===== config.mk =====
export PLATFORM = sky130hd
export DESIGN_NAME = seq_rca_addsub
export DESIGN_NICKNAME = d
export VERILOG_FILES = /design/src/rtl/seq_rca_addsub.sv
export SDC_FILE = /design/constraint.sdc
export NUM_CORES = 1
export LEC_CHECK = 0
export ABC_CLOCK_PERIOD_IN_PS = 4970
export CAP_MARGIN = 20
export CORE_UTILIZATION = 40
export DETAILED_ROUTE_END_ITERATION = 10
export PLACE_DENSITY = 0.65
export RECOVER_POWER = 50
export SLEW_MARGIN = 20
export SYNTH_ARGS = -nofsm -noshare
export SYNTH_HDL_FRONTEND = slang
export SYNTH_SLANG_ARGS = --single-unit

===== constraint.sdc =====
create_clock -name clk -period 4.97 [get_ports clk]
set_clock_uncertainty 0.1 [all_clocks]
set_input_delay 0.994 -clock clk [delete_from_list [all_inputs] [get_ports clk]]
set_output_delay 0.994 -clock clk [all_outputs]
set_load 0.02 [all_outputs]

===== src/rtl/seq_rca_addsub.sv =====
// seq_rca_addsub: multi-cycle ripple-carry adder/subtractor.
// Adds WIDTH-bit operands CHUNK bits per clock, carrying between chunks in a
// register so the combinational carry chain is only CHUNK bits long.
// Results (sum/cout/ovf/out) only change on the cycle an operation completes.
module seq_rca_addsub #(
    parameter int WIDTH = 16,
    parameter int CHUNK = 4
) (
    input  logic             clk,
    input  logic             rst,
    input  logic             start,
    input  logic             sub,
    input  logic             cin,
    input  logic [WIDTH-1:0] a,
    input  logic [WIDTH-1:0] b,
    output logic             busy,
    output logic             done,
    output logic [WIDTH-1:0] sum,
    output logic             cout,
    output logic             ovf,
    output logic [WIDTH:0]   out
);

    localparam int NCH  = WIDTH / CHUNK;
    localparam int IDXW = (NCH > 1) ? $clog2(NCH) : 1;
    localparam int SELW = (WIDTH > 1) ? $clog2(WIDTH) : 1;
    localparam logic [IDXW-1:0] LAST_IDX = IDXW'(NCH - 1);

    typedef enum logic [1:0] {
        IDLE = 2'd0,
        RUN  = 2'd1,
        DONE = 2'd2
    } state_t;

    state_t state_q, state_d;

    // Operands shift right one chunk per RUN cycle, so the active chunk is
    // always in the low CHUNK bits.
    logic [WIDTH-1:0] opA_q, opA_d;
    logic [WIDTH-1:0] opB_q, opB_d;
    logic             carry_q, carry_d;
    logic [IDXW-1:0]  idx_q, idx_d;
    logic [WIDTH-1:0] partial_q, partial_d;
    logic [WIDTH-1:0] sum_q, sum_d;
    logic             cout_q, cout_d;
    logic             ovf_q, ovf_d;

    logic [CHUNK:0]   chunkFull;
    logic             msbCarryIn;
    logic [SELW-1:0]  chunkBase;

    // State register; reset wins over everything and abandons any operation.
    always_ff @(posedge clk) begin
        if (rst) begin
            state_q <= IDLE;
        end else begin
            state_q <= state_d;
        end
    end

    // Next-state logic; start is honoured in IDLE and in the DONE cycle only.
    always_comb begin
        state_d = state_q;
        case (state_q)
            IDLE:    if (start) state_d = RUN;
            RUN:     if (idx_q == LAST_IDX) state_d = DONE;
            DONE:    state_d = start ? RUN : IDLE;
            default: state_d = IDLE;
        endcase
    end

    // FSM outputs: busy while chunks are being computed, done for the one
    // cycle in which the new result first appears.
    always_comb begin
        busy = (state_q == RUN);
        done = (state_q == DONE);
    end

    // Datapath next-state: load the effective operands on an accepted start,
    // add one chunk per RUN cycle, and publish the result on the last chunk.
    // Subtraction is a + ~b + ~cin, so cout becomes not-borrow naturally.
    always_comb begin
        opA_d     = opA_q;
        opB_d     = opB_q;
        carry_d   = carry_q;
        idx_d     = idx_q;
        partial_d = partial_q;
        sum_d     = sum_q;
        cout_d    = cout_q;
        ovf_d     = ovf_q;

        chunkFull  = {1'b0, opA_q[CHUNK-1:0]} + {1'b0, opB_q[CHUNK-1:0]}
                   + {{CHUNK{1'b0}}, carry_q};
        msbCarryIn = opA_q[CHUNK-1] ^ opB_q[CHUNK-1] ^ chunkFull[CHUNK-1];
        chunkBase  = SELW'(idx_q * CHUNK);

        if (state_q == RUN) begin
            opA_d   = opA_q >> CHUNK;
            opB_d   = opB_q >> CHUNK;
            carry_d = chunkFull[CHUNK];
            idx_d   = idx_q + 1'b1;
            partial_d[chunkBase +: CHUNK] = chunkFull[CHUNK-1:0];
            if (idx_q == LAST_IDX) begin
                sum_d  = partial_d;
                cout_d = chunkFull[CHUNK];
                ovf_d  = msbCarryIn ^ chunkFull[CHUNK];
            end
        end else if (start) begin
            opA_d   = a;
            opB_d   = sub ? ~b : b;
            carry_d = sub ? ~cin : cin;
            idx_d   = '0;
        end
    end

    // Datapath registers; all cleared by reset so an aborted operation
    // leaves zeros on the result outputs.
    always_ff @(posedge clk) begin
        if (rst) begin
            opA_q     <= '0;
            opB_q     <= '0;
            carry_q   <= 1'b0;
            idx_q     <= '0;
            partial_q <= '0;
            sum_q     <= '0;
            cout_q    <= 1'b0;
            ovf_q     <= 1'b0;
        end else begin
            opA_q     <= opA_d;
            opB_q     <= opB_d;
            carry_q   <= carry_d;
            idx_q     <= idx_d;
            partial_q <= partial_d;
            sum_q     <= sum_d;
            cout_q    <= cout_d;
            ovf_q     <= ovf_d;
        end
    end

    assign sum  = sum_q;
    assign cout = cout_q;
    assign ovf  = ovf_q;
    assign out  = {cout_q, sum_q};

endmodule


# After elaboration in Yosys (flattened, before gate mapping)
# Index checks and enable logic that the tools add are counted.
dict set report totals {
  romBits 0
  memories 0
  reg_bits 71
  latchBits 0
  output_inout_bits 37
  mem_bits_rw 0
}
dict set report classes {
  n_mul 0
  div 0
  bitwise 5
  eq_ne 5
  addsub 4
  magnitude_cmp 0
  n_reduce_logical 5
  shifts 2
  muxes 15
}
# op n
set op_table {}
lappend op_table {{$mux W12} 4}
lappend op_table {{$bwmux W16} 1}
lappend op_table {{$mux W16} 1}
lappend op_table {{$not A16 Y16} 1}
lappend op_table {{$shift A4 B6 Y16 const A} 1}
lappend op_table {{$shiftx A4 B6 Y16} 1}
lappend op_table {{$mux W2} 4}
lappend op_table {{$neg A4 Y6} 1}
lappend op_table {{$pmux W2 S3} 1}
lappend op_table {{$add A4 B4 Y5} 1}
lappend op_table {{$add A5 B1 Y5} 1}
lappend op_table {{$eq A2 B2 Y1 const B} 2}
lappend op_table {{$mux W1} 4}
lappend op_table {{$reduce_and A2 Y1} 2}
lappend op_table {{$xor A1 B1 Y1} 3}
lappend op_table {{$add A2 B1 Y2 const B} 1}
lappend op_table {{$eq A2 B1 Y1 const B} 1}
lappend op_table {{$logic_not A2 Y1} 1}
lappend op_table {{$ne A2 B1 Y1 const B} 1}
lappend op_table {{$ne A2 B2 Y1 const B} 1}
lappend op_table {{$reduce_bool A2 Y1} 1}
lappend op_table {{$reduce_or A2 Y1} 1}
lappend op_table {{$not A1 Y1} 1}

# Logic depth before layout (Yosys ltp)
# Gate-level depths: netlist (run 1).
dict set report depth {
  word_depth 4
  mapped_depth 7
  mapped_depth_nobuf 7
}

# Worst setup path before layout (run 1)
# No wires, ideal clock.
dict set report synth_timing {
  path_kind {register to output}
  startpoint {register state_q[1]}
  endpoint {output busy}
  stages_incl_launch_ff 5
  arrival_time_ps 919
  path_slack_ps 2957
  t_required_ps 3876
  cell_sequence {dfxtp_1 -> nand2b_1 -> inv_2 -> buf_2 -> buf_2}
}
dict set report synth_between {
  elab_chain_len 1
}
# item line
set synth_lines {}
lappend synth_lines {{start: declaration} 35} ;# state_t state_q, state_d;
lappend synth_lines {{start signal: assignment} 57} ;# state_q <= state_d;
lappend synth_lines {{$eq A2 B1 Y1} 75} ;# busy = (state_q == RUN);
lappend synth_lines {{end: declaration} 16} ;# output logic busy,
# Every way passes these cells.

# Final worst setup path (run 1)
# Ends and elaborated chain as after synthesis.

==> metrics.md, run 1 <==
| Metric | Value |
|---|---|
| IO Count | `74` |
| Pint | `937 uW` |
| Post_cts resized | `0` |
| Crit path depth | `3` |
| Primary FF master, synth | `dfxtp_1` |
| WP data required | `3.88 ns` |
| Syn_nets | `449` |
| Chip height | `95.5 um` |
| Wire length per cell | `12.7 um` |
| Drc violations | `0` |
| Setup Buffers After CTS | `0` |
| Initial Utilization | `0.419` |
| Area share of the largest cell type after synthesis | `0.406` |
| R2R cell count | `5` |
| # setup viols final | `0` |
| Clk sinks | `71` |
| Routed vias | `2824` |
| Setup TNS Final | `0 ns` |
| CP top delay family | `buffers and inverters` |
| FMAX | `0.270 GHz` |
| GR Overflow Total | `0` |
| Run status | `finished, violations left` |
| Top cells by count, synth | `85 x nor2_1, 71 x dfxtp_1, 49 x a211oi_1` |
| Max Root-Sink Buffers | `2` |
| Hold Path Cell Cnt | `2` |
| Met1 wire length | `3260 um` |
| Vias in the first global route | `2667` |
| Diodes inserted | `0` |
| Cells after Synth | `401` |
| Hold_buf cts | `0` |
| Root buf cell | `clkbuf_8` |
| DR WL met3 | `327 um` |
| Tcrit/Tclk final | `0.746` |
| Die area | `9120 um2` |
| Post-synthesis cell type count | `40` |
| # placed instances | `535` |
| Worst setup startpoint | `state_q[1]` |
| Worst-Skew Late Latency | `0.34 ns` |
| First DRT Iteration DRCs | `103` |
| Clock slew at reported path FFs | `0.07 ns` |
| Met2 routed WL | `3350 um` |
| Async S/R FF share, synth | `0` |
| Max Slew Vio Count | `88` |
| PD cells | `298 nW/um2` |
| Average size of a mapped cell | `8.72 um2` |
| CP endpoint | `busy` |
| Yosys Warn Count | `0` |
| CP arrival | `2.61 ns` |
| DR vias/cell | `5.13` |
| GP Congestion | `0.778` |
| Mapped cell area | `3500 um2` |
| Final Util | `0.511` |
| Final WS setup | `1.26 ns` |
| Comb pwr share | `0.159` |
| Final Critical Period | `3.71 ns` |
| Tightest Hold Check Type | `register to register` |
| Yosys reg bits | `71` |
| Global-route wire length before repair | `12300 um` |
| Synth area leader | `dfxtp_1` |
| First drt pass iteration count | `4` |
| Crit path kind | `register to output pin` |
| Num rows | `33` |
| Number of I/O port buffers | `73` |
| Post-route ant nets | `0` |
| Worst r2r src | `state_q[1]` |
| Post-synth EDFFs | `0` |
| Crit path cell chain | `nand2b_1, inv_1, clkdlybuf4s50_1` |
| Sw Pwr | `333 uW` |
| Final nets | `489` |
| Uppermost layer routed | `met4` |
| All-Layer GR Usage | `0.172` |
| Hold WS | `0.386 ns` |
| Worst r2r dst | `sum[14]` |
| Register area share after synthesis | `0.406` |
| Failing checks | `max-capacitance violations, max-slew violations` |
| Pin count of the biggest net entering global routing | `54` |
| Hold Startpoint | `opB_q[14]` |
| Worst Tran Pin Value | `2.57 ns` |
| Max VDD drop | `180 uV` |
| Bufs and invs on worst path | `2` |
| Post-DP Area | `4080 um2` |
| Total design power | `1.27 mW` |
| CP max-delay cell | `inv_1` |
| Reg power frac | `0.488` |
| Finished Cell Area | `4260 um2` |
| Half-perimeter wire length after placement | `4830 um` |
| RSZ-0062 raised after global routing | `false` |
| Final hold vios | `0` |
| Fin cells | `551` |
| Area grow syn2layout | `21.8%` |
| Leakage | `1.64 nW` |
| Main area contributors after synthesis | `dfxtp_1 41%, a211oi_1 11%, nor2_1 9.1%` |
| Crit path launch type | `register` |
| Max incr delay on CP | `1.01 ns` |
| Sw frac | `0.262` |
| Slew headroom | `-0.711` |
| TritonCTS buffer count | `9` |
| Most frequent cell after synthesis | `nor2_1` |
| Internal reg-to-reg setup slack | `1.99 ns` |
| CP max FO | `51` |
| Max Cap Viol | `2` |
| Routed WL | `7020 um` |
| Clock power frac | `0.353` |
| Die width | `95.5 um` |
| Share of cells above drive strength 1 | `0.0471` |
| Post-Place Setup Slack | `2.11 ns` |
| CTS tree | `yes` |
| Core Area | `8340 um2` |
| Initial antenna violation count | `0` |
| Critical path endpoint category | `output pin` |
| H-Tree Depth | `3` |
worst min-delay path, delay by kind of cell (launching register included):
kind               cells  cell delay, ns
AOI/OAI and AO/OA      1            0.05
DFF                    1            0.31
and+or+nand+nor        1            0.08
flip-flops by register name, summed over array words and instances (netlist names):
register   cells
opA_q         16
opB_q         16
partial_q     16
sum           16
idx_q          2
state_q        2
carry_q        1
cout           1
ovf            1
cell type report:
cell class,instances,area [um2]
repair buffers,75,729
multi-input cells,272,1740
clock inverters,4,45.0
clock buffers,12,145
well taps,105,131
inverters,12,45.0
fillers,809,4080
flip-flops and latches,71,1420
routing by layer:
metal,vias to the layer above,track usage
met5,-,0
met2,78,0.293
met1,1276,0.213
met4,0,0.0522
met3,10,0.0439
li1,1460,-
power groups by stage:
stage | combinational [mW] | sequential [mW] | clock [mW]
after floorplan | 0.149 | 0.627 | 0
after CTS | 0.203 | 0.619 | 0.461
after global routing | 0.227 | 0.623 | 0.487
after detailed placement | 0.202 | 0.632 | 0
final | 0.202 | 0.619 | 0.448
after global placement | 0.199 | 0.631 | 0
cell usage in the layout, fill, tap and decap left out, drive strengths merged:
master         Yosys  layout
ha                 9       9
nor4               2       2
dfxtp             71      71
bufinv             0       1
a22oi              4       4
and2               2       2
nand2             11      11
o21ai              4       4
and4bb             1       1
a2bb2oi            1       1
nand2b             3       3
xnor2             18      18
and2b              1       1
fa                 2       2
nor3b              1       1
a21o               1       1
a21oi             26      26
and4               1       1
nor2b              4       4
nor3               9       9
and3               2       2
o21bai             4       4
xor2               2       2
a32oi              1       1
a221oi             6       6
buf               38       1
nor2              85      85
clkbuf             8      15
clkinv             0       3
inv               12      12
clkdlybuf4s50      0      56
a211oi            50      50
dlygate4sd3        0      15
a31oi              2       2
nand3b             4       4
mux2i             16      16
cell families (layout without fill, tap and decap cells):
| family | Yosys count | count (layout) | share of synthesized area |
|---|---|---|---|
| simple gates | 126 | 126 | 0.162 |
| compound gates | 99 | 99 | 0.196 |
| flops | 71 | 71 | 0.406 |
| buf+inv | 58 | 103 | 0.0941 |
| xor+xnor | 20 | 20 | 0.0522 |
| mux | 16 | 16 | 0.0458 |
| fa+ha+maj | 11 | 11 | 0.0437 |
worst min-delay path by stage:
stage / end / slack (ns)
global route: opB_q[14] / 0.41
global placement: opB_q[11] / 0.36
detailed placement: opB_q[10] / 0.38
CTS: opB_q[13] / 0.39
floorplan: partial_q[0] / 0.35
finish: opB_q[14] / 0.39
No activity file was read; power rests on OpenSTA's default activity.
==> run 2, diff against run 1 <==
ABC_CLOCK_PERIOD_IN_PS = 3400   (was 4970)
PLACE_DENSITY = 0.68   (was 0.65)
clock period = 3.4 ns   (was 4.97 ns; I/O delays follow)
==> metrics.md, run 2 (same netlist as run 1, synthesis figures left out) <==
| Metric | Value |
|---|---|
| WP data required | `2.62 ns (-1.26 ns)` |
| Commonest non-fill, non-tap cell in the layout | `nor2_1` |
| # placed instances | `539 (+0.75%)` |
| CTS tree | `yes` |
| DR vias/cell | `5.12 (-0.19%)` |
| Clock slew at reported path FFs | `0.07 ns (about the same)` |
| Num rows | `33 (unchanged)` |
| Drc violations | `0 (unchanged)` |
| Filler Cell Count | `796 (-1.6%)` |
| Post-route ant nets | `0 (unchanged)` |
| Initial antenna violation count | `0 (unchanged)` |
| Max Slew Vio Count | `45 (-49%)` |
| Worst-Skew Late Latency | `0.35 ns (about the same)` |
| All-Layer GR Usage | `0.168 (-0.00425)` |
| Post-Place Setup Slack | `0.983 ns (-1.13 ns)` |
| Root buf cell | `clkbuf_8` |
| Most frequent cells in the layout | `85 x nor2_1, 71 x dfxtp_1, 58 x clkdlybuf4s50_1, 49 x a211oi_1, 25 x a21oi_1` |
| PD cells | `453 nW/um2 (+52%)` |
| Routed vias | `2839 (+0.53%)` |
| Chip height | `95.5 um (unchanged)` |
| Fin cells | `555 (+0.73%)` |
| Crit path launch type | `register` |
| Sw Pwr | `489 uW (+47%)` |
| Final WS setup | `0.509 ns (-0.755 ns)` |
| TritonCTS buffer count | `9 (unchanged)` |
| Clock power frac | `0.385 (+0.032)` |
| GP Congestion | `0.810 (+4.0%)` |
| Post_cts resized | `0 (unchanged)` |
| # setup viols final | `0 (unchanged)` |
| RSZ-0062 raised after global routing | `false` |
| Slew headroom | `-0.304 (+0.407)` |
| Sw frac | `0.250 (-0.0122)` |
| First drt pass iteration count | `4 (unchanged)` |
| CP max FO | `26 (-49%)` |
| Global-route wire length before repair | `11900 um (-3.0%)` |
| Max Cap Viol | `1 (-1)` |
| Worst Tran Pin Value | `1.96 ns (-0.610 ns)` |
| Final nets | `493 (+0.82%)` |
| Area grow syn2layout | `23.4%` |
| Die area | `9120 um2 (unchanged)` |
| Final hold vios | `0 (unchanged)` |
| Final Util | `0.517 (+0.00660)` |
| Run status | `finished, violations left` |
| Die width | `95.5 um (unchanged)` |
| Reg power frac | `0.463 (-0.025)` |
| Hold_buf cts | `0 (unchanged)` |
| Vias in the first global route | `2639 (-1.0%)` |
| FMAX | `0.346 GHz` |
| Critical path endpoint category | `output pin` |
| H-Tree Depth | `3 (unchanged)` |
| Final Critical Period | `2.89 ns` |
| Setup TNS Final | `0 ns (unchanged)` |
| Max VDD drop | `225 uV (+25%)` |
| Wire length per cell | `12.7 um (about the same)` |
| First DRT Iteration DRCs | `97 (-5.8%)` |
| Share of cells above drive strength 1 | `0.0533 (+0.00625)` |
| Comb pwr share | `0.152 (-0.007)` |
| Initial Utilization | `0.419 (unchanged)` |
| Setup Buffers After CTS | `0 (unchanged)` |
| Max Root-Sink Buffers | `2 (unchanged)` |
| Routed WL | `7070 um (+0.74%)` |
| CP arrival | `2.11 ns (-0.50 ns)` |
| GR Overflow Total | `0 (unchanged)` |
| Core Area | `8340 um2 (unchanged)` |
| Tightest Hold Check Type | `register to register` |
| Pint | `1.47 mW (+57%)` |
| Pin count of the biggest net entering global routing | `45 (-17%)` |
| Half-perimeter wire length after placement | `4980 um (+3.1%)` |
| Clk sinks | `71 (unchanged)` |
| Hold WS | `0.391 ns (+0.00453 ns)` |
| Leakage | `1.67 nW (+1.5%)` |
| Failing checks | `max-capacitance violations, max-slew violations` |
| Tcrit/Tclk final | `0.850` |
| IO Count | `74 (unchanged)` |
| Diodes inserted | `0 (unchanged)` |
| Crit path kind | `register to output pin` |
| Number of I/O port buffers | `73 (unchanged)` |
==> run 2: cell count changes in the layout (fill, tap and decap cells not counted) <==
| cell | before | now |
|---|---|---|
| nor4_2 | 1 | 0 |
| nor4_1 | 1 | 2 |
| clkdlybuf4s50_1 | 56 | 58 |
| buf_4 | 1 | 4 |
| buf_2 | 0 | 1 |
| clkinv_2 | 3 | 1 |
| bufinv_16 | 1 | 2 |
| clkbuf_8 | 10 | 11 |
| dlygate4sd3_1 | 15 | 13 |
==> run 2: layout make-up <==
class	instances	area (um2)	area share
multi-input combinational	272	1740	0.402
clock inverter	3	65.1	0.0151
inverter	12	45.0	0.0104
timing repair buffer	79	757	0.175
sequential	71	1420	0.329
tap	105	131	0.0305
clock buffer	13	159	0.0368
==> run 2: worst max-delay path, cell delays in order, from the launching register on <==
cell and delay [ns]:
dfxtp_1 0.30, nand2b_1 0.15, inv_1 0.57, clkdlybuf4s50_1 0.74
==> run 2: power by group through the flow <==
stage / sequential, mW / clock (mW) / combinational [mW]
floorplan: 0.916 / 0 / 0.218
global placement: 0.922 / 0 / 0.293
detailed placement: 0.924 / 0 / 0.300
CTS: 0.905 / 0.774 / 0.301
global route: 0.910 / 0.801 / 0.336
finish: 0.905 / 0.753 / 0.297
==> run 2: worst paths after layout <==
| kind | startpoint | end | slack (ns) | cells past startpoint |
|---|---|---|---|---|
| min | opB_q[8] | opB_q[4] | 0.39 | 2 |
| max | state_q[1] | busy | 0.51 | 3 |
| max reg2reg | state_q[1] | sum[14] | 1.05 | 5 |
| min reg2reg | opB_q[8] | opB_q[4] | 0.39 | 2 |
==> run 2: metal layers <==
layer  share of wire  GRT usage
met1            0.47      0.209
met2            0.47      0.277
met3           0.050     0.0470
met4           0.014     0.0597
met5               0          0
==> run 2: metrics by stage <==
step | area, um2 | power (mW)
finish | 4310 | 1.96
detailed placement | 4110 | 1.22
global placement | 4110 | 1.21
global route | 4310 | 2.05
floorplan | 3500 | 1.13
CTS | 4330 | 1.98
